### src/rtl/core_mem_arbiter.sv
// Shares one waitrequest/readdatavalid memory bus between the fetch and data ports.
// Data has priority; a streak counter caps consecutive data grants while a fetch waits.
module core_mem_arbiter #(
  parameter int ADDR_W          = 30,
  parameter int DATA_W          = 32,
  parameter int MAX_DATA_STREAK = 4
) (
  input  logic              clk,
  input  logic              rst,
  input  logic              if_start,
  input  logic [ADDR_W-1:0] if_addr,
  output logic              if_ready,
  output logic [DATA_W-1:0] if_data,
  input  logic              d_start,
  input  logic              d_write,
  input  logic [ADDR_W-1:0] d_addr,
  input  logic [DATA_W-1:0] d_data_wr,
  input  logic [3:0]        d_be,
  output logic              d_ready,
  output logic [DATA_W-1:0] d_data_rd,
  output logic [ADDR_W-1:0] bus_addr,
  output logic              bus_read,
  output logic              bus_write,
  output logic [DATA_W-1:0] bus_data_wr,
  output logic [3:0]        bus_be,
  input  logic              bus_waitrequest,
  input  logic [DATA_W-1:0] bus_data_rd,
  input  logic              bus_rd_valid
);

  localparam int STREAK_W = $clog2(MAX_DATA_STREAK + 1);
  localparam logic [STREAK_W-1:0] STREAK_MAX = STREAK_W'(MAX_DATA_STREAK);

  localparam logic [1:0] S_IDLE   = 2'd0;
  localparam logic [1:0] S_CMD    = 2'd1;
  localparam logic [1:0] S_RDWAIT = 2'd2;
  localparam logic [1:0] S_RESP   = 2'd3;

  logic [1:0]          state_q, state_d;
  logic                gnt_data_q, gnt_data_d;
  logic                if_pend_q, if_pend_d;
  logic [ADDR_W-1:0]   if_addr_q, if_addr_d;
  logic                d_pend_q, d_pend_d;
  logic                d_write_q, d_write_d;
  logic [ADDR_W-1:0]   d_addr_q, d_addr_d;
  logic [DATA_W-1:0]   d_wdata_q, d_wdata_d;
  logic [3:0]          d_be_q, d_be_d;
  logic [STREAK_W-1:0] streak_q, streak_d;
  logic [ADDR_W-1:0]   bus_addr_q, bus_addr_d;
  logic                bus_read_q, bus_read_d;
  logic                bus_write_q, bus_write_d;
  logic [DATA_W-1:0]   bus_data_wr_q, bus_data_wr_d;
  logic [3:0]          bus_be_q, bus_be_d;
  logic                if_ready_q, if_ready_d;
  logic [DATA_W-1:0]   if_data_q, if_data_d;
  logic                d_ready_q, d_ready_d;
  logic [DATA_W-1:0]   d_data_rd_q, d_data_rd_d;

  logic                done, capture;
  logic                if_req, d_req, fetch_wins, if_accept, d_accept;
  logic [ADDR_W-1:0]   if_addr_eff, d_addr_eff;
  logic                d_write_eff;
  logic [DATA_W-1:0]   d_wdata_eff;
  logic [3:0]          d_be_eff;

  // A fresh start is visible to arbitration in the same IDLE cycle; the command itself is registered.
  assign if_req      = if_pend_q | if_start;
  assign d_req       = d_pend_q | d_start;
  assign if_addr_eff = if_pend_q ? if_addr_q : if_addr;
  assign d_addr_eff  = d_pend_q ? d_addr_q : d_addr;
  assign d_write_eff = d_pend_q ? d_write_q : d_write;
  assign d_wdata_eff = d_pend_q ? d_wdata_q : d_data_wr;
  assign d_be_eff    = d_pend_q ? d_be_q : d_be;
  assign fetch_wins  = if_req & (~d_req | (streak_q == STREAK_MAX));

  // A port may re-request in the very cycle its ready pulses.
  assign if_accept = if_start & (~if_pend_q | ((state_q == S_RESP) & ~gnt_data_q));
  assign d_accept  = d_start & (~d_pend_q | ((state_q == S_RESP) & gnt_data_q));

  always_comb begin
    state_d       = state_q;
    gnt_data_d    = gnt_data_q;
    if_pend_d     = if_pend_q;
    if_addr_d     = if_addr_q;
    d_pend_d      = d_pend_q;
    d_write_d     = d_write_q;
    d_addr_d      = d_addr_q;
    d_wdata_d     = d_wdata_q;
    d_be_d        = d_be_q;
    streak_d      = streak_q;
    bus_addr_d    = bus_addr_q;
    bus_read_d    = bus_read_q;
    bus_write_d   = bus_write_q;
    bus_data_wr_d = bus_data_wr_q;
    bus_be_d      = bus_be_q;
    if_ready_d    = 1'b0;
    if_data_d     = if_data_q;
    d_ready_d     = 1'b0;
    d_data_rd_d   = d_data_rd_q;
    done          = 1'b0;
    capture       = 1'b0;

    if (!if_pend_q) streak_d = '0;

    case (state_q)
      S_IDLE: begin
        if (if_req || d_req) begin
          state_d = S_CMD;
          if (fetch_wins) begin
            gnt_data_d    = 1'b0;
            bus_addr_d    = if_addr_eff;
            bus_read_d    = 1'b1;
            bus_write_d   = 1'b0;
            bus_data_wr_d = '0;
            bus_be_d      = 4'hF;
            streak_d      = '0;
          end else begin
            gnt_data_d    = 1'b1;
            bus_addr_d    = d_addr_eff;
            bus_read_d    = ~d_write_eff;
            bus_write_d   = d_write_eff;
            bus_data_wr_d = d_write_eff ? d_wdata_eff : '0;
            bus_be_d      = d_write_eff ? d_be_eff : 4'hF;
            streak_d      = if_req ? streak_q + STREAK_W'(1) : '0;
          end
        end
      end
      S_CMD: begin
        if (!bus_waitrequest) begin
          bus_read_d  = 1'b0;
          bus_write_d = 1'b0;
          if (bus_write_q) begin
            done = 1'b1;
          end else if (bus_rd_valid) begin
            capture = 1'b1;
            done    = 1'b1;
          end else begin
            state_d = S_RDWAIT;
          end
        end
      end
      S_RDWAIT: begin
        if (bus_rd_valid) begin
          capture = 1'b1;
          done    = 1'b1;
        end
      end
      default: state_d = S_IDLE;
    endcase

    if (done) begin
      state_d = S_RESP;
      if (gnt_data_q) d_ready_d = 1'b1;
      else            if_ready_d = 1'b1;
    end
    if (capture) begin
      if (gnt_data_q) d_data_rd_d = bus_data_rd;
      else            if_data_d = bus_data_rd;
    end

    if (state_q == S_RESP) begin
      if (gnt_data_q) d_pend_d = 1'b0;
      else            if_pend_d = 1'b0;
    end
    if (if_accept) begin
      if_pend_d = 1'b1;
      if_addr_d = if_addr;
    end
    if (d_accept) begin
      d_pend_d  = 1'b1;
      d_write_d = d_write;
      d_addr_d  = d_addr;
      d_wdata_d = d_data_wr;
      d_be_d    = d_be;
    end
  end

  always_ff @(posedge clk) begin
    if (rst) begin
      state_q       <= S_IDLE;
      gnt_data_q    <= 1'b0;
      if_pend_q     <= 1'b0;
      if_addr_q     <= '0;
      d_pend_q      <= 1'b0;
      d_write_q     <= 1'b0;
      d_addr_q      <= '0;
      d_wdata_q     <= '0;
      d_be_q        <= '0;
      streak_q      <= '0;
      bus_addr_q    <= '0;
      bus_read_q    <= 1'b0;
      bus_write_q   <= 1'b0;
      bus_data_wr_q <= '0;
      bus_be_q      <= '0;
      if_ready_q    <= 1'b0;
      if_data_q     <= '0;
      d_ready_q     <= 1'b0;
      d_data_rd_q   <= '0;
    end else begin
      state_q       <= state_d;
      gnt_data_q    <= gnt_data_d;
      if_pend_q     <= if_pend_d;
      if_addr_q     <= if_addr_d;
      d_pend_q      <= d_pend_d;
      d_write_q     <= d_write_d;
      d_addr_q      <= d_addr_d;
      d_wdata_q     <= d_wdata_d;
      d_be_q        <= d_be_d;
      streak_q      <= streak_d;
      bus_addr_q    <= bus_addr_d;
      bus_read_q    <= bus_read_d;
      bus_write_q   <= bus_write_d;
      bus_data_wr_q <= bus_data_wr_d;
      bus_be_q      <= bus_be_d;
      if_ready_q    <= if_ready_d;
      if_data_q     <= if_data_d;
      d_ready_q     <= d_ready_d;
      d_data_rd_q   <= d_data_rd_d;
    end
  end

  assign if_ready    = if_ready_q;
  assign if_data     = if_data_q;
  assign d_ready     = d_ready_q;
  assign d_data_rd   = d_data_rd_q;
  assign bus_addr    = bus_addr_q;
  assign bus_read    = bus_read_q;
  assign bus_write   = bus_write_q;
  assign bus_data_wr = bus_data_wr_q;
  assign bus_be      = bus_be_q;

endmodule

### config.mk
export PLATFORM = sky130hd
export DESIGN_NAME = core_mem_arbiter
export DESIGN_NICKNAME = d
export VERILOG_FILES = /design/src/rtl/core_mem_arbiter.sv
export SDC_FILE = /design/constraint.sdc
export NUM_CORES = 1
export LEC_CHECK = 0
export CORE_MARGIN = 2
export CORE_UTILIZATION = 40
export CTS_CLUSTER_DIAMETER = 80
export DETAILED_ROUTE_END_ITERATION = 7
export GPL_TIMING_DRIVEN = 0
export MAX_ROUTING_LAYER = met4
export PLACE_DENSITY = 0.72
export SETUP_SLACK_MARGIN = 0.5
export SYNTH_ARGS = -nofsm -noshare
export SYNTH_HDL_FRONTEND = slang
export SYNTH_SLANG_ARGS = --single-unit
### constraint.sdc
create_clock -name clk -period 2.5 [get_ports clk]
set_input_delay 0.5 -clock clk [delete_from_list [all_inputs] [get_ports clk]]
set_output_delay 0.5 -clock clk [all_outputs]
set_load 0.005 [all_outputs]
==> qor.yml, run 1 <==
finalWeightedCongestion: 0.831
fin_crit_ns: 1.96
synth.most_common_cell: "sky130_fd_sc_hd__nand2_1"
worstSkewPairLatency_ns: 0.53
grt_antenna_before_repair: 1
design.portCount: 269
clock_path_buffers: 3
synthesis.area_per_instance_sq_um: 8.70
detail_route.first_pass.iterations: 5
design.die.area_sq_mm: 0.0261
synth.yosys.warnings: 0
tightestPinTransition_ns: 0.658
clock-skew-final_ns: 0.00869
yosysUniqueCellTypes: 40
worstPathMaxFanout: 2
critPathSlowestCell: "sky130_fd_sc_hd__clkdlybuf4s50_1"
hold_viol_final: 0
cap_violations: 0
synth_fp_nets: 1284
synth.cell_area_sq_mm: 0.00994
clock_tree.htree_level_count: 1
via_per_inst: 5.09
fin_area_sq_mm: 0.0141
gr-usage-all-layers: 0.225
power-per-cell-area_mw_per_mm2: 783
criticalPathCategory: "reg2out"
synth_enable_flop_cells: 0
cts_tree: "done"
post-layout-total-power_uw: 11100
combinational_group_share_of_total_power: 0.244
max_freq_ghz: 0.510
drt.antenna.violating_nets: 0
vdd_drop_max_uv: 397
die_width_microns: 162
clk_pin_slew_worst_paths_ns: 0.06
path_cells: "clkdlybuf4s50_1"
synthArstFlopShare: 0
vias: 9114
drt_first_iter_violations: 562
timing.critical_path.from_type: "register"
power_frac_seq: 0.405
port_buffers: 268
yosysTopAreaCell: "sky130_fd_sc_hd__dfxtp_1"
cts-hold-fix-buffers: 0
layout_worst_path_cycle_share: 0.784
power_leakage_uw: 0.00510
sequential_cell_area_fraction_in_the_yosys_report: 0.481
area_delta_synth_final_pct: 41.9
grt_max_degree: 13
worst_slew_margin_rel: 0.561
drcViolationCount: 0
placement_rows: 57
place_hpwl_microns: 21500
drive_above_1_share: 0.124
drt_wl_cell_microns: 16.7
synth_largest_type_area_fraction: 0.481
switching_power_of_the_nets_uw: 3160
grt_pass1_wl_microns: 46300
setup_repair_after_global_routing_missed_its_margin: "true"
holdCritPathClass: "reg2reg"
clock_share_of_power: 0.351
dominantRegCellSynth: "sky130_fd_sc_hd__dfxtp_1"
synth_commonest_cells: "sky130_fd_sc_hd__nand2_1 (327), sky130_fd_sc_hd__dfxtp_1 (239), sky130_fd_sc_hd__a21oi_1 (167)"
setup.worst_path.end_class: "primary output"
leftover_overflow_at_the_end_of_global_routing: 0
outcome: "complete, no violations"
clock-sinks: 239
floorplan_die_height_microns: 162
placement.cell_area_sq_mm: 0.0130
nNetsFinal: 1588
finalWirelength_microns: 29800
ctsRootBufferMaster: "sky130_fd_sc_hd__clkbuf_16"
synth_seq_cells: 239
design.core.area_sq_mm: 0.0244
report.final.setup_viol: 0
internal-power_uw: 7890
power.switching_fraction: 0.286
worstPathArrival_ns: 1.46
cp.required_ns: 2.00
grt_pass1_vias: 8803
worstPathBufferInverterCount: 1
initial_utilization: 0.408
synth.top_cells.by_area: "sky130_fd_sc_hd__dfxtp_1 (48%), sky130_fd_sc_hd__nand2_1 (12%), sky130_fd_sc_hd__a21oi_1 (8.4%), sky130_fd_sc_hd__mux2i_1 (6.9%), sky130_fd_sc_hd__o2bb2ai_2 (4.7%)"
critPathTopFamily: "buffers and inverters"
layout_fillers: 2172
syn_inst: 1143
clock_buffers_created_by_tritoncts: 26
max_stage_delay_ns: 0.54
report.final.slew_viol_count: 0
[worst paths after layout]
check	cells past startpoint	slack [ns]	from	endpoint
setup / recovery	1	0.54	bus_addr[26]	bus_addr[26]
hold / removal	2	0.45	d_data_rd[0]	d_data_rd[0]
setup reg to reg	7	0.59	state_q[1]	d_data_rd[16]
hold reg to reg	2	0.45	d_data_rd[0]	d_data_rd[0]
[sequential cells by signal, summed over array words and instances (netlist names), 2 cells and up]
signal / flops
if_addr_q: 30
state_q: 2
d_addr_q: 30
streak_q: 3
bus_data_wr: 32
bus_be: 4
d_be_q: 4
if_data: 32
bus_addr: 30
d_wdata_q: 32
d_data_rd: 32
[kinds of logic (layout without fill, tap and decap cells)]
logic type,count (synthesis),after routing,share of synthesized area
simple gates,417,417,0.179
compound gates,285,285,0.185
flops,239,239,0.481
mux,99,99,0.103
buf+inv,97,418,0.0443
fa+ha+maj,6,6,0.00755
other cells,0,1,0
[cell type report]
class | instances | area [sq um] | area share
Multi-Input combinational cell | 807 | 4800 | 0.340
Sequential cell | 239 | 4790 | 0.339
Timing Repair Buffer | 276 | 2740 | 0.194
Clock buffer | 41 | 828 | 0.0587
Buffer | 91 | 485 | 0.0344
Tap cell | 324 | 405 | 0.0287
Clock inverter | 4 | 45.0 | 0.00319
Inverter | 6 | 22.5 | 0.00160
Antenna cell | 1 | 2.50 | 0.000177
[layer usage]
metal,track usage,share of wire,vias to the layer above
met3,0.0296,0.053,61
met2,0.363,0.47,285
li1,-,-,4499
met5,-,0,-
met4,0.0736,0.030,0
met1,0.296,0.45,4269
[metrics by stage]
| step | std cells | TNS (ns) | util | setup WS [ns] | hold slack [ns] |
|---|---|---|---|---|---|
| after global routing | 1789 | 0 | 0.579 | 0.494 | 0.468 |
| after global placement | 1735 | -25.45 | 0.534 | -0.206 | 0.438 |
| after CTS | 1783 | 0 | 0.576 | 0.486 | 0.454 |
| final | 1789 | 0 | 0.579 | 0.539 | 0.451 |
| after floorplan | 1143 | 0 | - | 0.666 | 0.433 |
| after detailed placement | 1735 | -32.98 | 0.534 | -0.264 | 0.446 |
[placed cells by master (no fill, tap or decap), types with 2 or more instances in the layout]
| cell | synthesis | routed |
|---|---|---|
| sky130_fd_sc_hd__nand2_1 | 327 | 326 |
| sky130_fd_sc_hd__clkdlybuf4s50_1 | 0 | 265 |
| sky130_fd_sc_hd__dfxtp_1 | 239 | 237 |
| sky130_fd_sc_hd__a21oi_1 | 167 | 167 |
| sky130_fd_sc_hd__mux2i_1 | 69 | 69 |
| sky130_fd_sc_hd__clkbuf_1 | 58 | 39 |
| sky130_fd_sc_hd__o21ai_1 | 34 | 34 |
| sky130_fd_sc_hd__nand3b_1 | 31 | 31 |
| sky130_fd_sc_hd__o21ai_0 | 30 | 30 |
| sky130_fd_sc_hd__mux2_2 | 30 | 30 |
| sky130_fd_sc_hd__nand3_1 | 30 | 30 |
| sky130_fd_sc_hd__o2bb2ai_2 | 31 | 30 |
| sky130_fd_sc_hd__clkbuf_16 | 0 | 27 |
| sky130_fd_sc_hd__buf_2 | 19 | 17 |
| sky130_fd_sc_hd__clkbuf_2 | 0 | 16 |
| sky130_fd_sc_hd__buf_4 | 6 | 13 |
| sky130_fd_sc_hd__nor2_1 | 13 | 12 |
| sky130_fd_sc_hd__clkbuf_8 | 0 | 10 |
| sky130_fd_sc_hd__clkbuf_4 | 0 | 8 |
| sky130_fd_sc_hd__buf_6 | 4 | 7 |
| sky130_fd_sc_hd__a211oi_1 | 7 | 7 |
| sky130_fd_sc_hd__inv_1 | 5 | 4 |
| sky130_fd_sc_hd__nand2b_1 | 4 | 4 |
| sky130_fd_sc_hd__ha_1 | 6 | 4 |
| sky130_fd_sc_hd__nor2b_1 | 3 | 3 |
| sky130_fd_sc_hd__buf_1 | 4 | 3 |
| sky130_fd_sc_hd__nor3_1 | 3 | 3 |
| sky130_fd_sc_hd__a211oi_4 | 1 | 3 |
| sky130_fd_sc_hd__clkinv_2 | 0 | 3 |
| sky130_fd_sc_hd__dlygate4sd2_1 | 0 | 3 |
| sky130_fd_sc_hd__a21bo_2 | 2 | 2 |
| sky130_fd_sc_hd__o2bb2ai_1 | 2 | 2 |
| sky130_fd_sc_hd__a211o_4 | 0 | 2 |
| sky130_fd_sc_hd__dfxtp_2 | 0 | 2 |
[power by group through the flow]
stage / Combinational [uW] / Sequential (uW) / Clock [uW]
finish: 2690 / 4470 / 3880
global route: 2930 / 4520 / 4120
CTS: 2660 / 4470 / 3940
detailed placement: 2540 / 4540 / 0
global placement: 2510 / 4530 / 0
floorplan: 1320 / 4510 / 0
[what timing repair did]
item,CTS,global route
cloned,0,2
pin swaps,2,3
buffers inserted,3,3
endpoints found under the setup margin,198,138
resized for setup,40,25
No activity file was read; power rests on OpenSTA's default activity.
==> run 2, diff against run 1 <==
- PLACE_DENSITY: 0.72 -> 0.75
- clock period: 2.5 -> 1.59 ns (I/O delays scaled with it)
==> run 2 against run 1 <==
Against the previous run: the run now ends with setup timing left; flip-flop and latch count unchanged; cell count rose by 4.2%; setup slack worse by 0.78 ns; highest routed layer unchanged; global-route usage rose by 0.55 points; clock power rose by 64%; die area did not move; register-to-register slack lost 0.83 ns; wire length up 8.3%; via count up 4.3%; clock-buffer cell count down 7; worst hold slack worse by 0.15 ns.
==> qor.yml, run 2 (synthesis results as in run 1) <==
outcome: "complete, but fails checks"
failed_checks: "setup timing"
detail_route.first_pass.iterations: 5
placement.cell_area_sq_mm: 0.0132
setup.worst_path.end_class: "register"
cts-hold-fix-buffers: 0
max_stage_delay_ns: 0.43
combinational_group_share_of_total_power: 0.280
initial_utilization: 0.408
area_delta_synth_final_pct: 56.5
drive_above_1_share: 0.396
finalHoldWorstSlack_ns: 0.298
worst_hold_path.num_cells: 3
fin_area_sq_mm: 0.0156
via_per_inst: 5.10
drt_first_iter_violations: 591
drt.antenna.violating_nets: 0
timing.final.ws_setup_ns: -0.238
internal-power_uw: 13200
design.core.area_sq_mm: 0.0244
nNetsFinal: 1661
place_hpwl_microns: 21400
die_width_microns: 162
switching_power_of_the_nets_uw: 5550
ctsRootBufferMaster: "sky130_fd_sc_hd__clkbuf_16"
path_cells: "inv_2 -> ha_4 -> or3b_4 -> a211o_4 -> clkbuf_16 -> nand2_2 -> a21oi_1"
report.final.setup_viol: 131
clock_buffers_created_by_tritoncts: 27
drt_wl_cell_microns: 17.3
power_frac_seq: 0.381
final_common_cell: "sky130_fd_sc_hd__nand2_1"
worstPathArrival_ns: 2.20
clock-skew-final_ns: 0.0213
grt_antenna_before_repair: 1
cp.required_ns: 1.96
grt_pass1_vias: 8936
grt_pass1_wl_microns: 47500
tightestPinTransition_ns: 0.600
clk_pin_slew_worst_paths_ns: 0.07
cts_tree: "done"
hold_viol_final: 0
report.final.slew_viol_count: 0
power_leakage_uw: 0.00617
multi_input_area_sq_mm: 0.00525
clock_share_of_power: 0.339
grt_max_degree: 14
power-per-cell-area_mw_per_mm2: 1210
power.switching_fraction: 0.296
setup_repair_after_global_routing_missed_its_margin: "true"
design.portCount: 269
critPathSlowestCell: "sky130_fd_sc_hd__or3b_4"
design.die.area_sq_mm: 0.0261
criticalPathCategory: "reg2reg"
floorplan_die_height_microns: 162
worstPathMaxFanout: 7
port_buffers: 268
layout_fillers: 2022
finalWeightedCongestion: 0.845
clock_path_buffers: 3
fin_crit_ns: 1.83
worst-r2r-cell-count: 7
clock-sinks: 239
layout.cells.most_common_list: "sky130_fd_sc_hd__nand2_1 (310), sky130_fd_sc_hd__a21oi_1 (157), sky130_fd_sc_hd__clkdlybuf4s50_1 (137)"
finalWirelength_microns: 32300
gr-usage-all-layers: 0.231
vias: 9509
layout_worst_path_cycle_share: 1.15
regArea_sq_mm: 0.00494
worstSkewPairLatency_ns: 0.53
max_freq_ghz: 0.547
holdCritPathClass: "in2reg"
leftover_overflow_at_the_end_of_global_routing: 0
final.setup.tns_ns: -18.68
worst_slew_margin_rel: 0.600
placement_rows: 57
timing.critical_path.from_type: "register"
clock_tree.htree_level_count: 1
cap_violations: 0
drcViolationCount: 0
vdd_drop_max_uv: 853
run 2: cell types whose count changed in the layout (fill, tap and decap cells not counted), moves of 12 or more:
cell / change
sky130_fd_sc_hd__dfxtp_1: -123
sky130_fd_sc_hd__buf_4: +59
sky130_fd_sc_hd__o21ai_0: -28
sky130_fd_sc_hd__nand2_1: -16
sky130_fd_sc_hd__nand2_2: +12
sky130_fd_sc_hd__dfxtp_2: +122
sky130_fd_sc_hd__clkdlybuf4s50_1: -128
sky130_fd_sc_hd__o21ai_2: +28
sky130_fd_sc_hd__buf_6: +62
sky130_fd_sc_hd__clkbuf_2: +56
sky130_fd_sc_hd__clkbuf_1: -25
run 2: power groups by stage:
| stage | sequential [uW] | clock (uW) | combinational [uW] |
|---|---|---|---|
| floorplan | 7110 | 0 | 2180 |
| global placement | 7140 | 0 | 4040 |
| detailed placement | 7150 | 0 | 4100 |
| CTS | 7060 | 6470 | 4390 |
| global route | 7210 | 6780 | 5660 |
| finish | 7150 | 6370 | 5260 |
run 2: repair_timing:
action	4_1_cts	5_1_grt
pin swaps	23	22
endpoints found under the setup margin	373	373
resized for setup	188	617
setup buffers	12	58
hold endpoints to repair	0	0
cloned	3	7
run 2: per-layer routing:
metal,track usage,share of wire,up-vias
li1,-,-,4672
met1,0.305,0.44,4512
met2,0.373,0.48,272
met3,0.0291,0.048,53
met4,0.0704,0.025,0
met5,-,0,-
run 2: worst max-delay path, delay by kind of cell, from the launching register on:
kind	cells	cell delay, ns
AOI/OAI and AO/OA	2	0.48
adders and majority gates	1	0.12
buffers and inverters	2	0.26
and+or+nand+nor	2	0.49
DFF	1	0.32
run 2: area by class of cell:
class | count | share of cell area
tap | 324 | 0.0261
inverter | 6 | 0.00153
multi-input combinational | 807 | 0.338
timing repair buffer | 348 | 0.201
antenna | 1 | 0.000161
clock buffer | 34 | 0.0483
buffer | 91 | 0.0570
sequential | 239 | 0.318
clock inverter | 15 | 0.0107
run 2: through the flow:
| stage | cells | util | total power, uW | worst slack (ns) |
|---|---|---|---|---|
| after global routing | 1865 | 0.638 | 19600 | -0.302 |
| final | 1865 | 0.638 | 18800 | -0.238 |
| after floorplan | 1143 | - | 9290 | -0.103 |
| after CTS | 1799 | 0.594 | 17900 | -0.227 |
| after detailed placement | 1735 | 0.540 | 11300 | -1.01 |
| after global placement | 1735 | 0.540 | 11200 | -0.934 |
run 2: worst paths after layout:
check	startpoint	endpoint	slack [ns]
setup / recovery	state_q[1]	d_data_rd[19]	-0.24
hold reg to reg	if_addr_q[3]	if_addr_q[3]	0.45
hold / removal	if_start	if_pend_q	0.30
setup reg to reg	state_q[1]	d_data_rd[19]	-0.24
==> run 3, diff against run 2 <==
- CORE_MARGIN: 2 -> not set
==> run 3 against run 2 <==
Against the previous run: the flow still finishes with violations (setup timing); setup slack lost 0.083 ns; worst hold slack is essentially flat; combinational power grew 21%; critical endpoint is now if_data[20].
==> qor.yml, run 3 (synthesis results as in run 1) <==
layout_fillers: 1845
internal-power_uw: 13800
grt_max_degree: 15
leftover_overflow_at_the_end_of_global_routing: 0
hold_viol_final: 0
grt_pass1_wl_microns: 50500
final_common_cell: "sky130_fd_sc_hd__nand2_1"
clock_share_of_power: 0.314
detail_route.first_pass.iterations: 5
finalWeightedCongestion: 0.826
tightestPinTransition_ns: 0.687
hold-path-endpoint: "d_pend_q"
cp_num_cells: 9
drt_first_iter_violations: 588
holdCritPathClass: "in2reg"
design.portCount: 269
clock_buffers_created_by_tritoncts: 25
reg2reg_from: "state_q[1]"
gr-usage-all-layers: 0.253
worstPathBufferInverterCount: 4
die_width_microns: 160
clock_tree.htree_level_count: 1
power_frac_seq: 0.363
critPathTopFamily: "buffers and inverters"
wire_length_on_met1_microns: 14300
cts-hold-fix-buffers: 0
area_delta_synth_final_pct: 64.7
path_cells: "inv_4 -> ha_4 -> or3b_4 -> a211oi_4 -> buf_6 -> buf_6 -> clkbuf_16 -> nand2_1 -> a21oi_1"
clock-skew-final_ns: 0.0229
max_freq_ghz: 0.523
criticalPathCategory: "reg2reg"
vias: 9956
cts_tree: "done"
hold_path_startpoint: "d_start"
report.final.slew_viol_count: 0
combinational_group_share_of_total_power: 0.323
clk_pin_slew_worst_paths_ns: 0.06
clock_path_buffers: 3
design.die.area_sq_mm: 0.0255
port_buffers: 268
power_leakage_uw: 0.00664
dr.max_layer_used: "met4"
layout_worst_path_cycle_share: 1.20
cap_violations: 0
timing.critical_path.from_type: "register"
floorplan_die_height_microns: 160
worstSkewPairLatency_ns: 0.53
drive_above_1_share: 0.478
critPathSlowestCell: "sky130_fd_sc_hd__or3b_4"
worst_slew_margin_rel: 0.542
post-layout-total-power_uw: 19700
placement_rows: 57
vdd_drop_max_uv: 873
power-per-cell-area_mw_per_mm2: 1200
drt.antenna.violating_nets: 0
design.core.area_sq_mm: 0.0243
power.switching_fraction: 0.300
worst_hold_path.num_cells: 3
rr_endpoint: "if_data[20]"
critical-path-top-cell-by-count: "sky130_fd_sc_hd__buf_6"
outcome: "complete, but fails checks"
fin_crit_ns: 1.91
failed_checks: "setup timing"
routed-wl-met3_microns: 2030
report.final.setup_viol: 133
layout.cells.non_filler: 1898
worst-r2r-cell-count: 9
worstPathMaxFanout: 5
setup.worst_path.end_class: "register"
met2WireLength_microns: 17100
nNetsFinal: 1691
timing.final.ws_setup_ns: -0.321
grt_antenna_before_repair: 4
final.setup.tns_ns: -23.70
layout.cells.most_common_list: "sky130_fd_sc_hd__nand2_1 (262), sky130_fd_sc_hd__dfxtp_2 (135), sky130_fd_sc_hd__clkdlybuf4s50_1 (132)"
switching_power_of_the_nets_uw: 5910
placed_cells: 1735
drt_wl_cell_microns: 18.3
clock-sinks: 239
place_hpwl_microns: 21200
worstPathArrival_ns: 2.35
max_stage_delay_ns: 0.43
ctsRootBufferMaster: "sky130_fd_sc_hd__clkbuf_16"
worst-r2r-setup-slack_ns: -0.32
finalWirelength_microns: 34800
via_per_inst: 5.25
setup_repair_after_global_routing_missed_its_margin: "true"
cp.required_ns: 2.03
initial_utilization: 0.409
grt_pass1_vias: 9624
drcViolationCount: 0
[run 3: cell count changes in the layout (fill, tap and decap cells not counted), sizes merged, moves of 2 or more]
cell           change
buf              +102
clkbuf            -59
clkdlybuf4s50      -5
clkinv             -4
diode              +4
dlygate4sd2        -4
clkinvlp           -2
[run 3: area by class of cell]
type	instances	area (sq um)	area share
tap	324	405	0.0248
inverter	6	28.8	0.00176
clock inverter	10	144	0.00879
timing repair buffer	380	3550	0.217
clock buffer	36	727	0.0444
buffer	91	981	0.0599
sequential	239	4960	0.303
multi-input combinational	807	5570	0.340
antenna	5	12.5	0.000764
[run 3: repair_timing]
action                                  CTS  global route
endpoints found under the hold margin     0             0
setup buffers                            80            12
endpoints found under the setup margin  373           373
pin swaps                                46            72
cloned                                    8            12
gates resized for setup                 914           228
[run 3: power groups by stage]
stage                     clock network (uW)  registers (uW)  logic [uW]
final                                   6190            7160        6360
after global routing                    6550            7230        6730
after CTS                               6260            7120        5400
after detailed placement                   0            7150        4100
after global placement                     0            7130        4030
after floorplan                            0            7110        2180
[run 3: metrics by stage]
stage / utilization / hold WS [ns] / worst slack [ns] / area (sq um)
2_1_floorplan: - / 0.433 / -0.103 / 10100
3_3_place_gp: 0.541 / 0.438 / -0.909 / 13200
6_report: 0.673 / 0.298 / -0.321 / 16400
4_1_cts: 0.628 / 0.348 / -0.235 / 15300
3_5_place_dp: 0.541 / 0.446 / -0.958 / 13200
5_1_grt: 0.673 / 0.330 / -0.360 / 16400
[run 3: worst register-to-register path, cell delays in order (launching register included)]
cell                        delay [ns]
sky130_fd_sc_hd__dfxtp_4          0.36
sky130_fd_sc_hd__inv_4            0.06
sky130_fd_sc_hd__ha_4             0.12
sky130_fd_sc_hd__or3b_4           0.43
sky130_fd_sc_hd__a211oi_4         0.24
sky130_fd_sc_hd__buf_6            0.17
sky130_fd_sc_hd__buf_6            0.13
sky130_fd_sc_hd__clkbuf_16        0.15
sky130_fd_sc_hd__nand2_1          0.06
sky130_fd_sc_hd__a21oi_1          0.12
[run 3: worst max-delay path by stage]
stage,startpoint,end
global placement,rst,if_addr_q[8]
global route,state_q[1],if_data[20]
detailed placement,rst,d_data_rd[8]
floorplan,state_q[1],if_data[21]
CTS,state_q[1],d_data_rd[19]
finish,state_q[1],if_data[20]
[run 3: layer usage]
| layer | GRT usage | vias up |
|---|---|---|
| met5 | - | - |
| met4 | 0.104 | 0 |
| met3 | 0.0322 | 87 |
| met2 | 0.418 | 354 |
| met1 | 0.312 | 4776 |
| li1 | - | 4739 |
